===== config.mk =====
export PLATFORM = sky130hd
export DESIGN_NAME = idli_fetch_m
export DESIGN_NICKNAME = d
export VERILOG_FILES = /design/src/rtl/idli_fetch_m.sv
export SDC_FILE = /design/constraint.sdc
export NUM_CORES = 1
export LEC_CHECK = 0
export ABC_AREA = 0
export BUFFER_PORTS_ARGS = -buffer_cell sky130_fd_sc_hd__buf_2
export CAP_MARGIN = 15
export CORE_UTILIZATION = 34
export CTS_CLUSTER_SIZE = 14
export DETAILED_ROUTE_END_ITERATION = 10
export MAX_ROUTING_LAYER = met4
export PLACE_DENSITY = 0.63
export SYNTH_ARGS = -nofsm -noshare
export SYNTH_HDL_FRONTEND = slang
export SYNTH_SLANG_ARGS = --single-unit
export TNS_END_PERCENT = 1

===== constraint.sdc =====
create_clock -name i_fe_gck -period 3.75 [get_ports i_fe_gck]
set_input_delay 0.1875 -clock i_fe_gck [delete_from_list [all_inputs] [get_ports i_fe_gck]]
set_output_delay 0.1875 -clock i_fe_gck [all_outputs]
set_load 0.01 [all_outputs]

===== src/rtl/idli_fetch_m.sv =====
// Instruction fetch: sequential SQI quad reads, four nibbles per 16b word, PC tracking and redirects.
// Latency: word valid at ctr==3 of the fourth period after a (re)start; nibble 3 bypasses straight from the pins.
// Backpressure: none; the 2b counter free-runs and decode must take each word in its ctr==3 cycle.
module idli_fetch_m #(
    parameter logic [15:0] RESET_PC = 16'h0000,
    parameter logic [7:0]  SQI_CMD  = 8'h03
) (
    input  logic        i_fe_gck,
    input  logic        i_fe_rst_n,
    output logic [1:0]  o_fe_ctr,
    output logic [15:0] o_fe_enc,
    output logic        o_fe_enc_vld,
    output logic [15:0] o_fe_pc,
    input  logic        i_fe_imm,
    input  logic        i_fe_redir,
    input  logic [15:0] i_fe_redir_pc,
    output logic        o_fe_sqi_cs_n,
    output logic        o_fe_sqi_oe,
    output logic [3:0]  o_fe_sqi_out,
    input  logic [3:0]  i_fe_sqi_in
);

    // ADDR spans six cycles, split as ADDR0 (ctr 0-3) and ADDR1 (ctr 0,1).
    typedef enum logic [2:0] {
        ST_IDLE,
        ST_CMD,
        ST_ADDR0,
        ST_ADDR1,
        ST_DUMMY,
        ST_DATA
    } state_t;

    state_t      state;
    state_t      state_nxt;
    logic [1:0]  ctr;
    logic [1:0]  ctr_nxt;
    logic [15:0] pc;
    logic [15:0] pc_nxt;
    logic [11:0] nib_buf;
    logic [23:0] byte_addr;
    logic        cs_n_nxt;
    logic        oe_nxt;
    logic [3:0]  out_nxt;
    logic        cs_n_q;
    logic        oe_q;
    logic [3:0]  out_q;
    logic        last_nib;

    assign last_nib  = (ctr == 2'd3);
    assign ctr_nxt   = ctr + 2'd1;
    // pc only moves at ctr==3, so during setup it is the address being requested.
    assign byte_addr = {7'b0, pc_nxt, 1'b0};

    // Next state and PC: redirect wins over everything, DATA advances or wraps via IDLE.
    always_comb begin
        state_nxt = state;
        pc_nxt    = pc;
        if (last_nib && i_fe_redir) begin
            state_nxt = ST_IDLE;
            pc_nxt    = i_fe_redir_pc;
        end else begin
            case (state)
                ST_IDLE:  if (ctr == 2'd1) state_nxt = ST_CMD;
                ST_CMD:   if (last_nib)    state_nxt = ST_ADDR0;
                ST_ADDR0: if (last_nib)    state_nxt = ST_ADDR1;
                ST_ADDR1: if (ctr == 2'd1) state_nxt = ST_DUMMY;
                ST_DUMMY: if (last_nib)    state_nxt = ST_DATA;
                ST_DATA: begin
                    if (last_nib) begin
                        if (pc == 16'hFFFF) begin
                            state_nxt = ST_IDLE;
                            pc_nxt    = 16'h0000;
                        end else begin
                            pc_nxt = pc + 16'd1;
                        end
                    end
                end
                default:                   state_nxt = ST_IDLE;
            endcase
        end
    end

    // Pin values for the coming cycle, so the pins themselves can be flops.
    always_comb begin
        cs_n_nxt = 1'b0;
        oe_nxt   = 1'b0;
        out_nxt  = 4'h0;
        case (state_nxt)
            ST_IDLE: cs_n_nxt = 1'b1;
            ST_CMD: begin
                oe_nxt  = 1'b1;
                out_nxt = (ctr_nxt == 2'd2) ? SQI_CMD[7:4] : SQI_CMD[3:0];
            end
            ST_ADDR0: begin
                oe_nxt = 1'b1;
                case (ctr_nxt)
                    2'd0:    out_nxt = byte_addr[23:20];
                    2'd1:    out_nxt = byte_addr[19:16];
                    2'd2:    out_nxt = byte_addr[15:12];
                    default: out_nxt = byte_addr[11:8];
                endcase
            end
            ST_ADDR1: begin
                oe_nxt  = 1'b1;
                out_nxt = (ctr_nxt == 2'd0) ? byte_addr[7:4] : byte_addr[3:0];
            end
            default: begin
                cs_n_nxt = 1'b0;
            end
        endcase
    end

    // Sequencer: counter, state, PC and registered SRAM pins; reset drops cs_n at once.
    always_ff @(posedge i_fe_gck or negedge i_fe_rst_n) begin
        if (!i_fe_rst_n) begin
            ctr    <= 2'd0;
            state  <= ST_IDLE;
            pc     <= RESET_PC;
            cs_n_q <= 1'b1;
            oe_q   <= 1'b0;
            out_q  <= 4'h0;
        end else begin
            ctr    <= ctr_nxt;
            state  <= state_nxt;
            pc     <= pc_nxt;
            cs_n_q <= cs_n_nxt;
            oe_q   <= oe_nxt;
            out_q  <= out_nxt;
        end
    end

    // Capture the first three nibbles of each word; the fourth is bypassed.
    always_ff @(posedge i_fe_gck or negedge i_fe_rst_n) begin
        if (!i_fe_rst_n) begin
            nib_buf <= 12'h000;
        end else if (state == ST_DATA) begin
            case (ctr)
                2'd0:    nib_buf[3:0]  <= i_fe_sqi_in;
                2'd1:    nib_buf[7:4]  <= i_fe_sqi_in;
                2'd2:    nib_buf[11:8] <= i_fe_sqi_in;
                default: nib_buf       <= nib_buf;
            endcase
        end
    end

    assign o_fe_ctr      = ctr;
    assign o_fe_pc       = pc;
    assign o_fe_enc      = {i_fe_sqi_in, nib_buf};
    assign o_fe_enc_vld  = (state == ST_DATA) && last_nib && !i_fe_imm && !i_fe_redir;
    assign o_fe_sqi_cs_n = cs_n_q;
    assign o_fe_sqi_oe   = oe_q;
    assign o_fe_sqi_out  = out_q;

endmodule


# Word-level counts from Yosys, hierarchy flattened
# Index checks and enable logic that the tools add are counted.
# op_classes
n_mux	19
add_sub_neg	2
reduce_logical	14
eq_ne	14
# op_table
cell	n
16-bit two-way mux	4
3-bit two-way mux	8
4-bit one-hot mux with 3 select lines	2
3-bit one-hot mux with 6 select lines	1
16-bit by 1-bit adder with 16-bit output, second input constant	1
16-bit == test, second input constant	1
3-bit by 2-bit == test with 1-bit output, second input constant	4
2-bit == test, second input constant	3
3-bit by 1-bit == test with 1-bit output, second input constant	2
3-bit == test, second input constant	2
3-bit logical NOT	2
2-bit AND reduction	3
2-bit by 1-bit == test with 1-bit output, second input constant	2
1-bit logical AND	4
2-bit logical NOT	2
4-bit two-way mux	1
3-bit OR reduction	1
2-bit by 1-bit adder with 2-bit output, second input constant	1
1-bit logical NOT	2
1-bit two-way mux	2
2-bit two-way mux	1
# word_totals
regBits	39
elab_cells	58
inputBits	24
output_inout_bits	41

# Longest topological paths before layout
# Gate-level depths: netlist (run 1).
# depth
ltp_word	8
ltp_mapped	9
depth_no_buf	8

# Worst setup path before layout (run 1)
# Ideal clock, no wire load.
# synth_path
kind	flip-flop to flip-flop
from	register ctr[0] (netlist: o_fe_ctr[0])
to	register out_q[1] (netlist: o_fe_sqi_out[1])
required_ns	3.680
path_stages_with_launch	10
setup_ns	0.070
synth_period_minus_slack_ns	2.168
arrival_ns	2.097
n_path_buf	2
setup_slack_ns	1.582
cell_sequence	dfrtp_1 -> ha_1 -> buf_4 -> and2_1 -> buf_6 -> nor4_4 -> nand2_1 -> or2_2 -> a211o_1 -> nand4_1
# synth_via
elab_chain_len	6
word_cells_on_any_way	25
classes_between	add/sub: 1; eq/ne: 7; mux: 15; reduce/logical: 2
# synth_lines
element	line_no	text
start: declaration	35	logic [1:0] ctr;
start signal: assignment	123	ctr <= ctr_nxt;
2-bit == test / 2-bit by 1-bit == test with 1-bit output (equally long branches)	49, 63, 66	
3-bit two-way mux, or another cell as far along	69	if (last_nib) begin
3-bit one-hot mux with 6 select lines	62	case (state)
3-bit two-way mux *	58	if (last_nib && i_fe_redir) begin
net state_nxt[1]	34	state_t state_nxt;
3-bit by 2-bit == test with 1-bit output / 3-bit by 1-bit == test with 1-bit output (equally long branches)	88	case (state_nxt)
4-bit one-hot mux with 3 select lines *	88	
net out_nxt[1]	43	logic [3:0] out_nxt;
end signal: assignment	128	out_q <= out_nxt;
end: declaration	46	logic [3:0] out_q;
# Mark *: on every way through the listed nets, which the timed path passes. The rest lies on a longest branch.
# A chain may end at the register's enable or synchronous reset.

# Worst setup path after layout (run 1)
# layout_path
from	register ctr[0] (netlist: o_fe_ctr[0])
to	register out_q[0] (netlist: o_fe_sqi_out[0])
# The elaborated chain is that of the path after synthesis.

==> flow_metrics.tcl, run 1 <==
set metrics [dict create \
    synth_area_per_cell_um2 9.807 \
    utilization_pct 41.70 \
    post-route-cell-area_um2 2849 \
    synth_cell_type_count 61 \
    power_frac_seq_pct 42.7 \
    overflow 0 \
    final_layout_size_suffix_gt1_share_pct 33.33 \
    synth_most_common_cell "dfrtp_1" \
    synth_async_sr_flop_share_pct 100.0 \
    yosysTopAreaCellShare_pct 39.26 \
    cp.required_ns 3.94 \
    start_kind "flop" \
    yosysTopAreaCell "dfrtp_1" \
    hold_viol 0 \
    numCtsBuffers 5 \
    p_sw_share_pct 31.52 \
    core_area_um2 6832 \
    gp_congestion 0.9055 \
    post_cts_buffers 0 \
    detail_route.wirelength_um 6166 \
    arrival_ns 2.96 \
    dpl_cell_area_um2 2713 \
    slew_headroom_pct 41.09 \
    synth_edf_count 0 \
    crit_fanout 18 \
    timing.hold.ws_ns 0.002748 \
    syn_area_um2 2422 \
    drv_slew 0 \
    post_cts_resized 0 \
    cts-root-buf "clkbuf_8" \
    clkTransAtPathRegs_ns 0.08 \
    drc 0 \
    fin_skew_ns 0.005709 \
    std_cell_rows 30 \
    clockBufferDepth 2 \
    synthTopCellsByCount "dfrtp_1, nor2_1, nand2_1" \
    internal_power_mw 0.9284 \
    io_buffers 64 \
    p_sw_mw 0.4273 \
    cts_sinks 39 \
    irDropWorstVdd_mv 0.3471 \
    detailed_place_hpwl_um 4528 \
    syn-num-nets 279 \
    grt_pass1_wl_um 9860 \
    fmax_ghz 0.3603 \
    drt_iter0_markers 113 \
    ys.warnings.count 0 \
    ys_ff_latch 39 \
    power_density_nw_per_um2 475.9 \
    boundaryPins 65 \
    htreeDepth 2 \
    antenna_found_initial 0 \
    final_cell_count_no_fill 399 \
    combPwrFrac_pct 26.0 \
    power_leakage_nw 1.262 \
    grt_setup_unrepaired "no" \
    grt_max_degree 40 \
    clock_latency_ns 0.30 \
    synthTopCellsByArea "dfrtp_1, mux2_2, nor2_1, ha_1, nand2_1" \
    fp.dieW_um 86.41 \
    dr.pass1.iters 4 \
    die_h_um 86.41 \
    dr_total_vias 2089 \
    fin_crit_sh_pct 74.02 \
    setup_viol 0 \
    maxCapViolCount 0 \
    routed_via_density 5.236 \
    yosysSeqAreaShare_pct 40.34 \
    layout.nets 334 \
    power_frac_clock_pct 31.3 \
    status "completed" \
    hold_path.class "in -> async" \
    worstMarginPinSlew_ns 0.8836 \
    initial_utilization_pct 35.46 \
    worstSetupPathType "reg -> reg" \
    cts_tree "yes" \
    dp_cells 391 \
    grt_pass1_vias 1990 \
    endpoint_kind "flop" \
    routedWlPerCell_um 15.45 \
    antenna_left 0 \
    syn_to_final_growth_pct 17.61 \
    dieArea_um2 7466 \
    min_period_ns 2.776 \
    grt_use_total_pct 17.71 \
    holdBufCountCts 0 \
    n_antenna_cell 0 \
    ys.flop_type "dfrtp_1" \
    synthCells 247 \
    fin_setup_tns_ns 0 \
]
==> cells in the final DEF (no fill, tap or decap), types with 2 or more instances in the layout <==
master,count
and3_1,2
clkbuf_8,5
ha_1,8
dfrtp_1,38
a31oi_1,3
nor4_1,4
and2_1,2
mux2_2,13
o211ai_2,2
a211o_1,2
o21ai_0,11
nor3_1,5
nor2b_1,4
nand3_1,11
xnor2_1,5
a21oi_1,12
bufinv_16,2
nand2_1,25
buf_2,64
nand4_1,8
inv_1,7
xor2_1,2
o21a_1,3
nor4_4,2
nor2_1,28
==> stage by stage <==
step / setup slack [ns] / total power [mW]
detailed placement: 0.9999 / 0.9373
finish: 0.9742 / 1.356
CTS: 0.9921 / 1.370
floorplan: 1.582 / 0.8414
global route: 0.7959 / 1.437
global placement: 1.081 / 0.9348
==> kinds of logic (layout without fill, tap and decap cells) <==
| kind of cell | Yosys count | count (layout) | synth area share (%) |
|---|---|---|---|
| XOR/XNOR | 7 | 7 | 2.531 |
| AND/OR/NAND/NOR | 107 | 107 | 25.31 |
| buffers and inverters | 24 | 80 | 7.438 |
| adder cells (fa/ha/maj) | 8 | 8 | 4.132 |
| AO/OA/AOI/OAI | 48 | 48 | 13.79 |
| flip-flops | 39 | 39 | 40.34 |
| multiplexers | 14 | 14 | 6.457 |
==> path summary, 6_finish.rpt <==
kind | endpoint | slack (ns) | cells after the start | startpoint
min reg2reg | nib_buf[11] | 0.51 | 1 | nib_buf[11]
max in group asynchronous | state[2] | 3.19 | 1 | i_fe_rst_n
max reg2reg | o_fe_sqi_out[0] | 0.97 | 7 | o_fe_ctr[0]
max | o_fe_sqi_out[0] | 0.97 | 7 | o_fe_ctr[0]
min | o_fe_pc[1] | 0.003 | 1 | i_fe_rst_n
min in group i_fe_gck | o_fe_pc[1] | 0.09 | 3 | i_fe_redir_pc[1]
==> final cells by class <==
type | instances | area (um2)
clock buffer | 5 | 68.82
clock inverter | 3 | 67.56
fill | 717 | 3983
inverter | 8 | 30.03
multi-input combinational | 184 | 1265
sequential | 39 | 977.2
tap | 96 | 120.1
timing repair buffer | 64 | 320.3
==> state kept, by name, indices dropped and copies added, names as in the netlist <==
signal	cells
o_fe_sqi_cs_n	1
o_fe_pc	16
o_fe_sqi_oe	1
o_fe_sqi_out	4
state	3
nib_buf	12
o_fe_ctr	2
==> power groups by stage <==
stage,clock [mW],combinational [mW],sequential [mW]
floorplan,0,0.257,0.584
global placement,0,0.352,0.582
detailed placement,0,0.354,0.584
CTS,0.437,0.356,0.577
global route,0.452,0.394,0.590
finish,0.424,0.352,0.579
==> metal layers <==
metal / share of wire, % / track usage [%]
met5: 0 / -
met3: 6.8 / 4.381
met2: 49 / 29.94
met4: 0.47 / 2.424
met1: 44 / 21.98
==> worst max-delay path, stage by stage, from the launching register on <==
cell,delay [ns]
dfrtp_1,0.42
ha_1,0.60
and2_1,0.65
nor4_4,0.15
and4b_2,0.29
nand2_1,0.14
a31oi_1,0.06
a311o_1,0.35
(Power assumes the default switching activity.)
==> run 2: changes to the inputs <==
--- a/config.mk
+++ b/config.mk
@@ -5,7 +5,7 @@
 export SDC_FILE = /design/constraint.sdc
 export NUM_CORES = 1
 export LEC_CHECK = 0
-export ABC_AREA = 0
+export ABC_AREA = 1
 export BUFFER_PORTS_ARGS = -buffer_cell sky130_fd_sc_hd__buf_2
 export CAP_MARGIN = 15
 export CORE_UTILIZATION = 34
==> constraint.sdc (replaced) <==
create_clock -name i_fe_gck -period 2.8 [get_ports i_fe_gck]
set_input_delay 0.14 -clock i_fe_gck [delete_from_list [all_inputs] [get_ports i_fe_gck]]
set_output_delay 0.14 -clock i_fe_gck [all_outputs]
set_load 0.01 [all_outputs]
==> run 2 against run 1 <==
Non-clock buffer count is 2 higher. Routed wire length fell by 2.5%. Sequential share of layout area is 0.091 points higher. Flip-flop and latch count did not move. First-iteration DRC count grew 4.4%. Clock power rose by 18%. Highest routed layer unchanged.
==> flow_metrics.tcl, run 2 <==
set metrics [dict create \
    slew_headroom_pct 41.18 \
    fin_setup_tns_ns 0 \
    fmax_ghz 0.4299 \
    utilization_pct 43.75 \
    worstMarginPinSlew_ns 0.8823 \
    crit_fanout 14 \
    cts_sinks 39 \
    final_layout_size_suffix_gt1_share_pct 28.65 \
    whs_endpoint "o_fe_pc[0]" \
    numCtsBuffers 5 \
    syn_area_um2 2349 \
    clkTransAtPathRegs_ns 0.09 \
    largest_register_ffs 16 \
    timing.hold.ws_ns 0.04360 \
    dp_slack_ns 0.5359 \
    synth_cell_type_count 34 \
    worst_path_max_delay_cell "ha_1" \
    synth_edf_count 0 \
    grt_use_total_pct 17.78 \
    layout_commonest_cell "nand2_1" \
    ys.warnings.count 0 \
    synth_xor_area_share_pct 2.557 \
    syn-num-nets 336 \
    holdCritStartpoint "i_fe_redir_pc[0]" \
    grt_pass1_wl_um 9694 \
    synthCells 304 \
    drv_slew 0 \
    routedWlPerCell_um 13.45 \
    overflow 0 \
    ys_ff_latch 39 \
    fin_skew_ns 0.01440 \
    status "completed" \
    layout_common_cells "nand2_1, buf_2, dfrtp_1" \
    rr_worst_depth 10 \
    htreeDepth 2 \
    ys.flop_type "dfrtp_1" \
    grt_max_degree 40 \
    drc 0 \
    die_h_um 85.11 \
    crit_top_cell "inv_1" \
    yosysSeqAreaShare_pct 41.61 \
    min_period_ns 2.326 \
    dr_total_vias 2146 \
    drt_iter0_markers 118 \
    dieArea_um2 7244 \
    worstReg2RegStart "o_fe_ctr[0]" \
    synthTopCellsByCount "nand2_1, dfrtp_1, inv_1" \
    initial_utilization_pct 36.16 \
    slowest_delay_ns 0.52 \
    yosys.area_share.simple_pct 34.04 \
    power_leakage_nw 1.439 \
    yosysTopAreaCellShare_pct 40.49 \
    yosysTopAreaCell "dfrtp_1" \
    start_kind "flop" \
    clock_latency_ns 0.31 \
    routed_via_density 4.801 \
    detailed_place_hpwl_um 4577 \
    cts-root-buf "clkbuf_8" \
    synth_mux_area_share_pct 0 \
    antenna_left 0 \
    maxCapViolCount 0 \
    cp.required_ns 2.66 \
    post_cts_resized 0 \
    fin_ws_ns 0.4740 \
    gp_congestion 0.8543 \
    r2r-end "o_fe_sqi_out[0]" \
    syn_to_final_growth_pct 20.99 \
    core_area_um2 6495 \
    synth_fa_ha_area_share_pct 4.262 \
    crit_path_start "o_fe_ctr[0]" \
    clockBufferDepth 2 \
    fin_crit_sh_pct 83.07 \
    endpoint_kind "output pin" \
    hold_path_depth 3 \
    boundaryPins 65 \
    path_cells "ha_1 -> inv_1 -> nor2_4 -> inv_1 -> nor3_1 -> buf_2" \
    synth_area_per_cell_um2 7.725 \
    grt_pass1_vias 1987 \
    setup_viol 0 \
    hold_viol 0 \
    synth_most_common_cell "nand2_1" \
    rrSetupSlack_ns 0.49 \
    synthTopCellsByArea "dfrtp_1, nand2_1, nand3_1, inv_1, ha_1" \
    arrival_ns 2.19 \
    worstSetupPathType "reg -> out" \
    cts_tree "yes" \
    fp.dieW_um 85.11 \
    hold_path.class "in -> reg" \
    layout.nets 401 \
    post_cts_buffers 0 \
    std_cell_rows 29 \
    dr.pass1.iters 4 \
    power_density_nw_per_um2 582.7 \
    grt_setup_unrepaired "no" \
    synth_async_sr_flop_share_pct 100.0 \
    synth_compound_area_share_pct 9.696 \
    irDropWorstVdd_mv 0.3284 \
    n_antenna_cell 0 \
    io_buffers 64 \
    detail_route.wirelength_um 6014 \
    synth_top_family_by_area "simple AND/OR/NAND/NOR gates" \
    antenna_found_initial 0 \
]
run 2: cell count changes after synthesis, moves of 4 or more:
cell      change
nand2_2       +5
nor4_1        -4
nor2_2        +6
xnor2_1       -4
nand3_1      +13
nor2_1        -8
mux2_2       -13
clkbuf_8      -4
nor2b_1       -4
nand2_1      +62
o21ai_0       +6
inv_1        +23
run 2: kinds of logic (layout without fill, tap and decap cells):
kind of cell | after synthesis | in the layout
and+or+nand+nor | 169 | 169
buffers and inverters | 42 | 108
AOI/OAI and AO/OA | 40 | 40
adders and majority gates | 8 | 8
xor gates and xnor gates | 6 | 6
DFF | 39 | 39
run 2: worst max-delay path, delay by kind of cell (launching register included):
family	cells	cell delay (ns)
adder cells (fa/ha/maj)	1	0.52
buffers and inverters	3	0.51
flip-flops	1	0.42
AND/OR/NAND/NOR	2	0.42
run 2: power by group:
group          internal, mW  switching, mW  leakage [nW]
combinational         0.169          0.260         0.947
clock                 0.269          0.232        0.0548
sequential            0.650         0.0758         0.438
run 2: metal layers:
metal  up-vias  part of all wire (%)  track usage, %
li1       1110                     -               -
met3         7                   6.9           4.377
met4         0                   1.1           4.314
met1       957                    47           22.66
met2        72                    45           28.45
met5         -                     0               -
run 2: worst max path at each step:
stage / endpoint / slack (ns) / cells past startpoint
detailed placement: o_fe_sqi_out[0] / 0.54 / 10
CTS: o_fe_enc_vld / 0.48 / 6
global placement: o_fe_sqi_out[0] / 0.64 / 10
floorplan: o_fe_sqi_out[0] / 1.10 / 13
finish: o_fe_enc_vld / 0.47 / 6
global route: o_fe_sqi_out[0] / 0.18 / 10
run 2: what timing repair did:
item,4_1_cts,5_1_grt
setup endpoints to repair,0,0
hold buffers,1,0
endpoints found under the hold margin,35,0
run 2: metrics by stage:
| step | cells | power, mW | area, um2 |
|---|---|---|---|
| after floorplan | 304 | 1.003 | 2349 |
| after global placement | 438 | 1.163 | 2716 |
| after detailed placement | 438 | 1.166 | 2716 |
| after CTS | 447 | 1.674 | 2841 |
| after global routing | 447 | 1.765 | 2841 |
| final | 447 | 1.656 | 2841 |
run 2: layout make-up:
cell class	instances	area, um2
fillers	679	3654
multi-input cells	223	1187
flip-flops and latches	39	977.2
repair buffers	66	337.8
inverters	34	127.6
well taps	77	96.34
clock buffers	5	68.82
clock inverters	3	46.29
==> run 3: changes to the inputs <==
==> constraint.sdc (replaced) <==
create_clock -name i_fe_gck -period 2.3 [get_ports i_fe_gck]
set_input_delay 0.115 -clock i_fe_gck [delete_from_list [all_inputs] [get_ports i_fe_gck]]
set_output_delay 0.115 -clock i_fe_gck [all_outputs]
set_load 0.01 [all_outputs]
==> run 3 against run 2 <==
Critical path depth grew 6. Largest power group unchanged. Flip-flop and latch count unchanged. Utilization up 0.48 points. Clock skew decreased by 0.0053 ns. Via count increased by 2.9%. Critical endpoint is now o_fe_sqi_out[0]. Total power increased by 28%. Routed wire length is 3.3% higher. Sequential share of layout area down 0.37 points. Cell area up 1.1%. Final cell count rose by 0.22%. Sequential power rose by 22%. Register-to-register slack lost 0.19 ns.
==> flow_metrics.tcl, run 3 (synthesized netlist as in run 2, its figures left out) <==
set metrics [dict create \
    drc 0 \
    std_cell_rows 29 \
    antenna_found_initial 0 \
    routed_via_density 4.929 \
    post_cts_buffers 0 \
    cts-root-buf "clkbuf_8" \
    fmax_ghz 0.5008 \
    syn_to_final_growth_pct 22.32 \
    layout_common_cells "nand2_1, buf_2, dfrtp_1" \
    cp.required_ns 2.49 \
    fin_skew_ns 0.009109 \
    start_kind "flop" \
    min_period_ns 1.997 \
    n_antenna_cell 0 \
    fin_setup_tns_ns 0 \
    fp.dieW_um 85.11 \
    r2r-end "o_fe_sqi_out[0]" \
    detailed_place_hpwl_um 4590 \
    crit_fanout 11 \
    final_cell_count_no_fill 448 \
    largest_register_ffs 16 \
    slowest_delay_ns 0.43 \
    initial_utilization_pct 36.16 \
    final_layout_size_suffix_gt1_share_pct 29.11 \
    boundaryPins 65 \
    rr_worst_depth 12 \
    grt_max_degree 40 \
    endpoint_kind "flop" \
    grt_pass1_vias 2155 \
    drt_iter0_markers 110 \
    clockBufferDepth 2 \
    hold_path.class "in -> reg" \
    dr.pass1.iters 5 \
    utilization_pct 44.23 \
    io_buffers 64 \
    hold_path_depth 3 \
    layout.nets 402 \
    antenna_left 0 \
    status "completed" \
    gp_congestion 0.8554 \
    slew_headroom_pct 39.98 \
    timing.hold.ws_ns 0.03167 \
    grt_pass1_wl_um 10370 \
    dr_total_vias 2208 \
    arrival_ns 2.19 \
    die_h_um 85.11 \
    overflow 0 \
    whs_endpoint "o_fe_pc[8]" \
    hold_viol 0 \
    crit_path_start "o_fe_ctr[0]" \
    clock_latency_ns 0.30 \
    grt_use_total_pct 18.90 \
    detail_route.wirelength_um 6210 \
    htreeDepth 2 \
    irDropWorstVdd_mv 0.3862 \
    worst_path_max_delay_cell "dfrtp_1" \
    worstReg2RegStart "o_fe_ctr[0]" \
    maxCapViolCount 0 \
    grt_setup_unrepaired "no" \
    worstMarginPinSlew_ns 0.9004 \
    numCtsBuffers 5 \
    worstSetupPathType "reg -> reg" \
    power_mw 2.113 \
    layout_commonest_cell "nand2_1" \
    holdCritStartpoint "i_fe_redir_pc[8]" \
    dp_cells 439 \
    fill_cells 654 \
    drv_slew 0 \
    cts_tree "yes" \
    rrSetupSlack_ns 0.30 \
    clkTransAtPathRegs_ns 0.09 \
    power_leakage_nw 1.453 \
    power_density_nw_per_um2 735.7 \
    routedWlPerCell_um 13.86 \
    dieArea_um2 7244 \
    setup_viol 0 \
    cts_sinks 39 \
    core_area_um2 6495 \
    path_cells "ha_2 -> inv_1 -> nor2_4 -> nand4_1 -> nand2_2 -> inv_2 -> nand2_2 -> nand2_2 -> nand2_1 -> nand3_1 -> nand2_1 -> nand2_1" \
    fin_crit_sh_pct 86.81 \
]
## run 3: report_power, final
group	switching (mW)	internal, mW
clock	0.268	0.433
combinational	0.320	0.205
sequential	0.0953	0.792
## run 3: per-layer routing
metal  routed length (um)  track usage, %  vias to the layer above
met5                    0               -                        -
met4                  106           6.471                        0
met3                  471           4.669                        9
met2                 2735           28.52                       87
met1                 2897           24.77                     1002
li1                     -               -                     1110
## run 3: cell type report
type | instances | area, um2 | area share, %
Multi-Input combinational cell | 223 | 1190 | 41.42
Sequential cell | 39 | 977.2 | 34.02
Timing Repair Buffer | 67 | 345.3 | 12.02
Inverter | 34 | 127.6 | 4.442
Tap cell | 77 | 96.34 | 3.354
Clock buffer | 5 | 68.82 | 2.395
Clock inverter | 3 | 67.56 | 2.352
## run 3: repair_timing
item                       CTS  global route
hold buffers                 1             0
setup endpoints to repair    0             2
gates resized for setup      0             1
hold endpoints to repair    38             0
## run 3: worst max-delay path by stage
| stage | endpoint | slack, ns | cells past startpoint |
|---|---|---|---|
| after floorplan | o_fe_sqi_out[0] | 0.60 | 13 |
| after global placement | o_fe_sqi_out[1] | 0.37 | 12 |
| after detailed placement | o_fe_sqi_out[0] | 0.21 | 12 |
| after CTS | o_fe_enc_vld | 0.20 | 6 |
| after global routing | o_fe_sqi_out[0] | 0.05 | 12 |
| final | o_fe_sqi_out[0] | 0.30 | 12 |
## run 3: through the flow
| step | area (um2) | setup slack [ns] |
|---|---|---|
| 2_1_floorplan | 2349 | 0.5953 |
| 3_3_place_gp | 2724 | 0.3692 |
| 3_5_place_dp | 2724 | 0.2118 |
| 4_1_cts | 2870 | 0.1991 |
| 5_1_grt | 2873 | 0.04835 |
| 6_report | 2873 | 0.3033 |
## run 3: critical path, delay by kind of cell (launching register included)
family,cells,cell delay (ns)
flops,1,0.43
fa+ha+maj,1,0.30
simple gates,9,0.93
buf+inv,2,0.21
